--- config.mk ---
export PLATFORM = sky130hd
export DESIGN_NAME = bf_bank_regmap
export DESIGN_NICKNAME = d
export VERILOG_FILES = /design/src/rtl/bf_bank_regmap.sv
export SDC_FILE = /design/constraint.sdc
export NUM_CORES = 1
export LEC_CHECK = 0
export BUFFER_PORTS_ARGS = -buffer_cell sky130_fd_sc_hd__buf_2
export CORE_MARGIN = 1.5
export CORE_UTILIZATION = 40
export DETAILED_ROUTE_END_ITERATION = 8
export PLACE_DENSITY = 0.66
export SYNTH_ARGS = -nofsm -noshare
export SYNTH_HDL_FRONTEND = slang
export SYNTH_SLANG_ARGS = --single-unit
--- constraint.sdc ---
create_clock -name BF_I_clk -period 3.4 [get_ports BF_I_clk]
set_input_delay 0.34 -clock BF_I_clk [delete_from_list [all_inputs] [get_ports BF_I_clk]]
set_output_delay 0.34 -clock BF_I_clk [all_outputs]
set_load 0.01 [all_outputs]
--- src/rtl/bf_bank_regmap.sv ---
// Blackfin async-memory register file for N ping-pong ADC capture banks.
// Tracks full banks, points the host at the oldest unread one, counts overruns and stretches soft reset.
module bf_bank_regmap #(
  parameter int              DATA_W        = 16,
  parameter int              ADDR_W        = 16,
  parameter int              NUM_BANKS     = 2,
  parameter int              BANK_W        = 1,
  parameter logic [15:0]     PTR_HI_BASE   = 16'h2030,
  parameter int              RST_PULSE_LEN = 4,
  parameter int              OVR_W         = 8,
  parameter logic [15:0]     VERSION       = 16'h0200
) (
  input  logic                BF_I_clk,
  input  logic                I_rst,
  input  logic [ADDR_W-1:0]   BF_I_addr,
  input  logic [DATA_W-1:0]   BF_I_wdata,
  output logic [DATA_W-1:0]   BF_O_rdata,
  output logic                BF_O_rdataOE,
  input  logic                BF_I_bankSelect,
  input  logic                BF_I_are,
  input  logic                BF_I_awe,
  input  logic [15:0]         ADC_I_addr,
  input  logic                I_fillDone,
  input  logic [BANK_W-1:0]   I_fillBank,
  output logic                softReset,
  output logic                dataRdyLED,
  output logic                O_read,
  output logic [BANK_W-1:0]   O_ackBank,
  output logic                O_overrun
);

  localparam int RC_W = $clog2(RST_PULSE_LEN + 1);

  localparam logic [ADDR_W-1:0] A_PTR_LO = ADDR_W'(4'h0);
  localparam logic [ADDR_W-1:0] A_PTR_HI = ADDR_W'(4'h1);
  localparam logic [ADDR_W-1:0] A_ACK    = ADDR_W'(4'h2);
  localparam logic [ADDR_W-1:0] A_STATUS = ADDR_W'(4'h4);
  localparam logic [ADDR_W-1:0] A_SRST   = ADDR_W'(4'h6);
  localparam logic [ADDR_W-1:0] A_WADDR  = ADDR_W'(4'h8);
  localparam logic [ADDR_W-1:0] A_OVR    = ADDR_W'(4'hA);
  localparam logic [ADDR_W-1:0] A_SCR    = ADDR_W'(4'hC);
  localparam logic [ADDR_W-1:0] A_ID     = ADDR_W'(4'hE);

  logic [NUM_BANKS-1:0] pending_q, pending_d;
  logic [BANK_W-1:0]    rd_bank_q, rd_bank_d, rd_bank_nxt;
  logic [BANK_W-1:0]    ack_bank_q, ack_bank_d;
  logic [OVR_W-1:0]     ovr_cnt_q, ovr_cnt_d;
  logic [DATA_W-1:0]    scratch_q, scratch_d;
  logic [RC_W-1:0]      rst_cnt_q, rst_cnt_d;
  logic                 ack_err_q, ack_err_d;
  logic                 o_read_q, o_read_d;
  logic                 led_q, led_d;
  logic                 strobe_prev_q, strobe_prev_d;

  logic        strobe, commit, ack_ok, fill_ok, fill_is_acked;
  logic        wr_ack, wr_srst, wr_ovr, wr_scr;
  logic [15:0] pend_pad;
  logic [15:0] status;
  logic [DATA_W-1:0] rd_mux;
  logic        hit;

  // A write commits only on the rising edge of the qualified strobe.
  assign strobe  = BF_I_awe & BF_I_bankSelect;
  assign commit  = strobe & ~strobe_prev_q;
  assign wr_ack  = commit && (BF_I_addr == A_ACK);
  assign wr_srst = commit && (BF_I_addr == A_SRST);
  assign wr_ovr  = commit && (BF_I_addr == A_OVR);
  assign wr_scr  = commit && (BF_I_addr == A_SCR);

  assign ack_ok        = wr_ack && pending_q[rd_bank_q];
  assign fill_ok       = I_fillDone && (int'(I_fillBank) < NUM_BANKS);
  assign fill_is_acked = ack_ok && (I_fillBank == rd_bank_q);
  assign rd_bank_nxt   = (rd_bank_q == BANK_W'(NUM_BANKS - 1)) ? '0 : rd_bank_q + 1'b1;

  always_comb begin
    pending_d     = pending_q;
    rd_bank_d     = rd_bank_q;
    ack_bank_d    = ack_bank_q;
    ovr_cnt_d     = ovr_cnt_q;
    scratch_d     = scratch_q;
    ack_err_d     = ack_err_q;
    rst_cnt_d     = rst_cnt_q;
    o_read_d      = 1'b0;
    strobe_prev_d = strobe;

    if (wr_ack) begin
      if (ack_ok) begin
        pending_d[rd_bank_q] = 1'b0;
        o_read_d             = 1'b1;
        ack_bank_d           = rd_bank_q;
        rd_bank_d            = rd_bank_nxt;
      end else begin
        ack_err_d = 1'b1;
      end
    end

    if (wr_ovr) begin
      ovr_cnt_d = '0;
      ack_err_d = 1'b0;
    end

    // A fill landing on the bank being acked the same clock refills it; not an overrun.
    if (fill_ok) begin
      if (pending_q[I_fillBank] && !fill_is_acked && (ovr_cnt_d != '1))
        ovr_cnt_d = ovr_cnt_d + 1'b1;
      pending_d[I_fillBank] = 1'b1;
    end

    if (wr_scr)
      scratch_d = BF_I_wdata;

    if (wr_srst && (BF_I_wdata != '0))
      rst_cnt_d = RC_W'(RST_PULSE_LEN);
    else if (rst_cnt_q != '0)
      rst_cnt_d = rst_cnt_q - 1'b1;

    led_d = pending_d[rd_bank_d];
  end

  always_ff @(posedge BF_I_clk) begin
    if (I_rst) begin
      pending_q     <= '0;
      rd_bank_q     <= '0;
      ack_bank_q    <= '0;
      ovr_cnt_q     <= '0;
      scratch_q     <= '0;
      ack_err_q     <= 1'b0;
      rst_cnt_q     <= '0;
      o_read_q      <= 1'b0;
      led_q         <= 1'b0;
      // Tracking the live strobe keeps a strobe held across reset from committing.
      strobe_prev_q <= strobe;
    end else begin
      pending_q     <= pending_d;
      rd_bank_q     <= rd_bank_d;
      ack_bank_q    <= ack_bank_d;
      ovr_cnt_q     <= ovr_cnt_d;
      scratch_q     <= scratch_d;
      ack_err_q     <= ack_err_d;
      rst_cnt_q     <= rst_cnt_d;
      o_read_q      <= o_read_d;
      led_q         <= led_d;
      strobe_prev_q <= strobe_prev_d;
    end
  end

  assign softReset  = (rst_cnt_q != '0);
  assign O_overrun  = (ovr_cnt_q != '0);
  assign O_read     = o_read_q;
  assign O_ackBank  = ack_bank_q;
  assign dataRdyLED = led_q;

  assign pend_pad = 16'(pending_q);
  assign status   = {pend_pad[7:0], 4'(rd_bank_q), 1'b0, O_overrun, ack_err_q, pending_q[rd_bank_q]};

  always_comb begin
    rd_mux = '0;
    hit    = 1'b1;
    case (BF_I_addr)
      A_PTR_LO: rd_mux = '0;
      A_PTR_HI: rd_mux = DATA_W'(PTR_HI_BASE) + DATA_W'(rd_bank_q);
      A_ACK:    rd_mux = '0;
      A_STATUS: rd_mux = DATA_W'(status);
      A_SRST:   rd_mux = DATA_W'(softReset);
      A_WADDR:  rd_mux = DATA_W'(ADC_I_addr);
      A_OVR:    rd_mux = DATA_W'(ovr_cnt_q);
      A_SCR:    rd_mux = scratch_q;
      A_ID:     rd_mux = DATA_W'(VERSION);
      default:  hit    = 1'b0;
    endcase
  end

  assign BF_O_rdataOE = BF_I_are & BF_I_bankSelect & ~BF_I_awe & hit;
  assign BF_O_rdata   = BF_O_rdataOE ? rd_mux : '0;

endmodule
# == Yosys cells after proc, flatten, opt, wreduce, memory -nomap -nowiden ==
# Cells that the tools add are included.
# totals
elab_cells,90
ff_bits,35
in_bits,55
output_inout_bits,22
# classes
bitwise,12
n_mux,25
n_eq_ne,10
order_cmp,5
reduce_logical,23
addsub,4
# ops
cell,n
one-hot mux 16 bit (7 select lines),1
"== test 16 x 4 -> 1 bit, second input constant",4
"== test 16 x 3 -> 1 bit, second input constant",2
2-to-1 mux 8 bit,3
"== test 16 x 1 -> 1 bit, second input constant",1
"== test 16 x 2 -> 1 bit, second input constant",1
logical NOT 16 bit,1
2-to-1 mux 16 bit,1
nonzero test 16 bit,1
"adder 14 x 1 -> 15 bit, first input constant",1
2-to-1 mux 1 bit,13
logical AND 1 bit,11
OR reduction 9 bit,1
"adder 8 x 1 -> 8 bit, second input constant",1
"inequality test 8 bit, second input constant",1
nonzero test 8 bit,1
"< comparator 1 x 2 -> 1 bit, second input constant",3
2-to-1 mux 2 bit,3
2-to-1 mux 3 bit,2
OR reduction 2 bit,3
bitwise AND 1 bit,5
NOT 1 bit,4
AND reduction 2 bit,2
nonzero test 3 bit,1
other kinds (10),12

# == Logic depth before layout (Yosys ltp) ==
# logic_depth
ltp_word,12
depth_mapped,9
ltp_nobuf,9

# == Worst setup path before layout ==
# Ideal clock, no wire load.
# synth_timing
kind,input -> output
start,input port BF_I_addr[1]
end,output port BF_O_rdata[7]
slack_ns,0.996
n_path_buf,3
required_ns,3.060
cell_stages,7
arrival_time_ns,2.064
path_cell_list,buf_2 or3_1 mux2_2 or4_1 clkbuf_1 buf_2 a21oi_1
# synth_between
elab_chain_cells,5
word_cells_on_any_way,14
classes_between,eq/ne: 8; mux: 3; bitwise: 1; reduce/logical: 2
# synth_rtl
element,line_no,source
from (decl),15,"input logic [ADDR_W-1:0] BF_I_addr,"
== test 16 x 2 -> 1 bit (tied with other cells),159,case (BF_I_addr)
OR reduction 9 bit (no source line),n/a,
2-to-1 mux 1 bit,159,
bitwise AND 1 bit,173,assign BF_O_rdataOE = BF_I_are & BF_I_bankSelect & ~BF_I_awe & hit;
2-to-1 mux 16 bit (*),174,assign BF_O_rdata = BF_O_rdataOE ? rd_mux : '0;
to (decl),17,"output logic [DATA_W-1:0] BF_O_rdata,"
# Every way passes the cells marked *; elsewhere a longest branch is shown, timed or not.

# == Worst setup path in the final report ==
# layout_timing
start,input port BF_I_addr[5]
end,output port BF_O_rdata[1]
# The elaborated chain is that of the path after synthesis.

==> report_table.html <==
<table>
<tr><th>Metric</th><th>Value</th></tr>
<tr><th colspan="2">GRT</th></tr>
<tr><td>Pin count of the biggest net entering global routing</td><td>30</td></tr>
<tr><td>First-pass GRT wire length</td><td>10,870 um</td></tr>
<tr><td>Initial antenna violation count</td><td>0</td></tr>
<tr><td>Via count of the first global-routing pass</td><td>2,308</td></tr>
<tr><td>Total track usage</td><td>0.2265</td></tr>
<tr><td>Grt ovf</td><td>0</td></tr>
<tr><th colspan="2">Critical path</th></tr>
<tr><td>Endpoint class of the critical path</td><td>output port</td></tr>
<tr><td>Start point of the critical path</td><td>BF_I_addr[5]</td></tr>
<tr><td>Reg2reg path depth</td><td>5</td></tr>
<tr><td>Worst Setup Path Type</td><td>input port to output port</td></tr>
<tr><td>Required time worst endpoint</td><td>3060 ps</td></tr>
<tr><td>Terminus of the critical flop-to-flop path</td><td>ovr_cnt_q[0]$_SDFF_PP0_</td></tr>
<tr><td>Beginning of the worst register-to-register path</td><td>strobe_prev_q$_DFF_P_</td></tr>
<tr><td>Critical path fanouts, max</td><td>16</td></tr>
<tr><td>Data arrival at the endpoint of the critical path</td><td>2380 ps</td></tr>
<tr><td>Nature of the critical path startpoint</td><td>input port</td></tr>
<tr><td>Critical path destination</td><td>BF_O_rdata[1]</td></tr>
<tr><td>Setup slack of the most critical reg-to-reg path</td><td>1340 ps</td></tr>
<tr><th colspan="2">Yosys</th></tr>
<tr><td>Sequential element share of the synthesized area</td><td>0.3200</td></tr>
<tr><td>Main synth FF type</td><td>sky130_fd_sc_hd__dfxtp_1</td></tr>
<tr><td>Net Count, Synth</td><td>356</td></tr>
<tr><td>Combined area of all synthesized cells</td><td>2190 um2</td></tr>
<tr><td>Number of warning messages in the yosys log</td><td>0</td></tr>
<tr><td>Post-synthesis cell type count</td><td>49</td></tr>
<tr><td>Mean instance size in the synthesized netlist</td><td>7.348 um2</td></tr>
<tr><td>EDFF count, synth</td><td>0</td></tr>
<tr><td>Seq cells post-synth</td><td>35</td></tr>
<tr><td>Async set or reset register ratio after synthesis</td><td>0</td></tr>
<tr><td>Cell count after synthesis</td><td>298</td></tr>
<tr><th colspan="2">Floorplan</th></tr>
<tr><td>Initial Utilization</td><td>0.4207</td></tr>
<tr><td>Top Ports</td><td>77</td></tr>
<tr><td>Std-Cell Rows</td><td>26</td></tr>
<tr><td>Die Ht</td><td>76.99 um</td></tr>
<tr><td>Floorplan die area</td><td>5927 um2</td></tr>
<tr><td>X dimension of the die</td><td>76.99 um</td></tr>
<tr><td>Area of the placeable core</td><td>5205 um2</td></tr>
<tr><th colspan="2">Detailed routing</th></tr>
<tr><td>Post-Route WL</td><td>6399 um</td></tr>
<tr><td>Post-detailed-route via-to-cell ratio</td><td>5.505</td></tr>
<tr><td>Remaining number of nets flagged by the antenna check after routing</td><td>0</td></tr>
<tr><td>Routed WL per cell</td><td>14.68 um</td></tr>
<tr><td>Detailed Routing Iterations Pass 1</td><td>5</td></tr>
<tr><td>Detailed Route Iter0 Violations</td><td>189</td></tr>
<tr><td>Number of design rule violations left after detail routing</td><td>0</td></tr>
<tr><td>Detailed-route via count</td><td>2,400</td></tr>
<tr><th colspan="2">Clock network</th></tr>
<tr><td>CTS HTree Levels</td><td>2</td></tr>
<tr><td>CTS sink cnt</td><td>35</td></tr>
<tr><td>Clock tree root buffer cell</td><td>sky130_fd_sc_hd__clkbuf_8</td></tr>
<tr><td>TritonCTS buffer count</td><td>5</td></tr>
<tr><td>CTS tree</td><td>yes</td></tr>
<tr><td>Post-CTS setup repair buffer count</td><td>0</td></tr>
<tr><td>Largest buffer count on any clock path</td><td>2</td></tr>
<tr><td>Clock-pin transition on the worst setup and hold timing paths</td><td>80 ps</td></tr>
<tr><td>Clock Latency Late Sink</td><td>290 ps</td></tr>
<tr><td>Hold-fix buffers at CTS</td><td>0</td></tr>
<tr><td>Number of gates resized after CTS</td><td>0</td></tr>
<tr><th colspan="2">STA</th></tr>
<tr><td>Minimum clock period after layout</td><td>2720 ps</td></tr>
<tr><td>Hold violation count in the final report</td><td>0</td></tr>
<tr><td>Unrepaired setup endpoints after global routing</td><td>no</td></tr>
<tr><td>Peak Freq</td><td>367.7 MHz</td></tr>
<tr><td>Worst setup skew after layout</td><td>14.51 ps</td></tr>
<tr><td>Worst slew margin relative to its limit</td><td>0.5722</td></tr>
<tr><td>Total negative setup slack</td><td>0 ps</td></tr>
<tr><td>Slew @ Worst Pin</td><td>641.7 ps</td></tr>
<tr><td>Final Setup Violations</td><td>0</td></tr>
<tr><td>Number of max-slew violations in the final report</td><td>0</td></tr>
<tr><td>Final period util</td><td>0.8000</td></tr>
<tr><th colspan="2">Cells and area</th></tr>
<tr><td>Growth of design area from synthesis to finish</td><td>22.34%</td></tr>
<tr><td>Net count, final</td><td>423</td></tr>
<tr><td>Proportion of layout cells with a drive suffix above 1</td><td>0.2814</td></tr>
<tr><td>Diode count</td><td>0</td></tr>
<tr><td>Cell Count, Final, Fillers Out</td><td>436</td></tr>
<tr><th colspan="2">Placement</th></tr>
<tr><td>Count of input and output buffers</td><td>76</td></tr>
<tr><td>Hpwl dp</td><td>4744 um</td></tr>
<tr><td>Total placed cells including tap cells</td><td>428</td></tr>
<tr><td>GPL Wtd Cong</td><td>0.9095</td></tr>
<tr><th colspan="2">Flow run</th></tr>
<tr><td>Max cap viols</td><td>0</td></tr>
<tr><th colspan="2">Power</th></tr>
<tr><td>Pleak</td><td>1.015 nW</td></tr>
<tr><td>Maximum ir drop on the vdd rail</td><td>211.4 uV</td></tr>
<tr><td>Total power per unit cell area</td><td>331.8 nW/um2</td></tr>
<tr><th colspan="2">Run status</th></tr>
<tr><td>Outcome</td><td>complete, no violations</td></tr>
<tr><th colspan="2">Min path</th></tr>
<tr><td>Class of the most critical hold timing path</td><td>input port to register</td></tr>
</table>
## report_power, final
part           switching, mW  internal, mW  leakage [nW]
Combinational         0.0894        0.0665         0.690
Sequential           0.00975         0.421         0.283
Clock                  0.159         0.143        0.0412
Total                  0.258         0.631          1.01
## placed cells by master (no fill, tap or decap), types with 3 or more instances in the layout
master	count
sky130_fd_sc_hd__nand2_1	43
sky130_fd_sc_hd__nor2b_1	4
sky130_fd_sc_hd__nor4_2	4
sky130_fd_sc_hd__nor4_1	10
sky130_fd_sc_hd__nor3_1	6
sky130_fd_sc_hd__buf_4	5
sky130_fd_sc_hd__buf_2	76
sky130_fd_sc_hd__a22oi_1	10
sky130_fd_sc_hd__clkbuf_8	5
sky130_fd_sc_hd__dfxtp_1	35
sky130_fd_sc_hd__nand2b_1	5
sky130_fd_sc_hd__o31ai_1	3
sky130_fd_sc_hd__mux2i_1	5
sky130_fd_sc_hd__ha_1	3
sky130_fd_sc_hd__nand4_1	4
sky130_fd_sc_hd__inv_1	9
sky130_fd_sc_hd__nor2_1	34
sky130_fd_sc_hd__or4_1	3
sky130_fd_sc_hd__a21oi_1	41
sky130_fd_sc_hd__nand3_1	22
## state kept, by name, indices dropped and copies added (netlist names)
signal,count
ack_err_q,1
rst_cnt_q,3
scratch_q,16
rd_bank_q,1
strobe_prev_q,1
O_read,1
dataRdyLED,1
pending_q,2
ovr_cnt_q,8
O_ackBank,1
## cell usage after synthesis (all sizes together), types with 4 or more instances
cell type,instances,area (um2)
a22oi,10,75.07
buf,12,67.56
inv,9,33.78
mux2i,5,50.05
nor2,34,127.6
a21oi,41,205.2
nor2b,4,25.02
nor3,8,50.05
or2,4,25.03
nand4,4,25.02
nor4,14,112.6
dfxtp,35,700.7
nand2,43,161.4
nand2b,6,45.04
nand3,22,110.1
clkbuf,9,33.78
## critical path, stage by stage
cell                      delay, ps
sky130_fd_sc_hd__buf_2          100
sky130_fd_sc_hd__nor4_2         350
sky130_fd_sc_hd__nand3_1        130
sky130_fd_sc_hd__buf_4          210
sky130_fd_sc_hd__or4_1          850
sky130_fd_sc_hd__a21oi_1        240
sky130_fd_sc_hd__buf_2          160
## cell families (layout without fill, tap and decap cells)
| logic type | after synthesis | in the layout | synth area share |
|---|---|---|---|
| AO/OA/AOI/OAI | 73 | 73 | 0.2183 |
| buffers and inverters | 30 | 98 | 0.06171 |
| XOR/XNOR | 2 | 2 | 0.008001 |
| AND/OR/NAND/NOR | 149 | 149 | 0.3468 |
| adder cells (fa/ha/maj) | 3 | 3 | 0.01714 |
| flip-flops | 35 | 35 | 0.3200 |
| multiplexers | 6 | 6 | 0.02800 |
## worst min path at each step
stage | start | to | cells after the start
final | BF_I_wdata[0] | scratch_q[0]$_SDFFE_PP0P_ | 3
after global placement | scratch_q[13]$_SDFFE_PP0P_ | scratch_q[13]$_SDFFE_PP0P_ | 2
after floorplan | scratch_q[4]$_SDFFE_PP0P_ | scratch_q[4]$_SDFFE_PP0P_ | 2
after detailed placement | scratch_q[3]$_SDFFE_PP0P_ | scratch_q[3]$_SDFFE_PP0P_ | 2
after global routing | BF_I_wdata[3] | scratch_q[3]$_SDFFE_PP0P_ | 3
after CTS | BF_I_wdata[0] | scratch_q[0]$_SDFFE_PP0P_ | 3
## final cells by class
type                       count  area [um2]
clock inverter                 2       12.51
fill                         553        2526
inverter                       9       33.78
sequential                    35       700.7
multi-input combinational    233        1354
tap                           70       87.58
clock buffer                   6       72.57
timing repair buffer          81       417.9
## metrics by stage
step                      area, um2  hold WS, ps  utilization  power [mW]  setup slack, ps
after floorplan                2190        436.0            -      0.5337            995.6
after global placement         2594        444.0       0.4983      0.5924            792.9
after detailed placement       2594        449.5       0.4983      0.5961            693.6
after CTS                      2679        303.8       0.5147      0.8966            691.2
after global routing           2679        302.0       0.5147      0.9414            555.1
final                          2679        308.2       0.5147      0.8890            680.1
## per-layer routing
metal | GRT usage | part of all wire
met4 | 0.07273 | 0.0066
met2 | 0.3664 | 0.50
met5 | 0 | 0
met3 | 0.05595 | 0.064
met1 | 0.2954 | 0.43
Note: power is estimated with default switching activity, not from simulation.
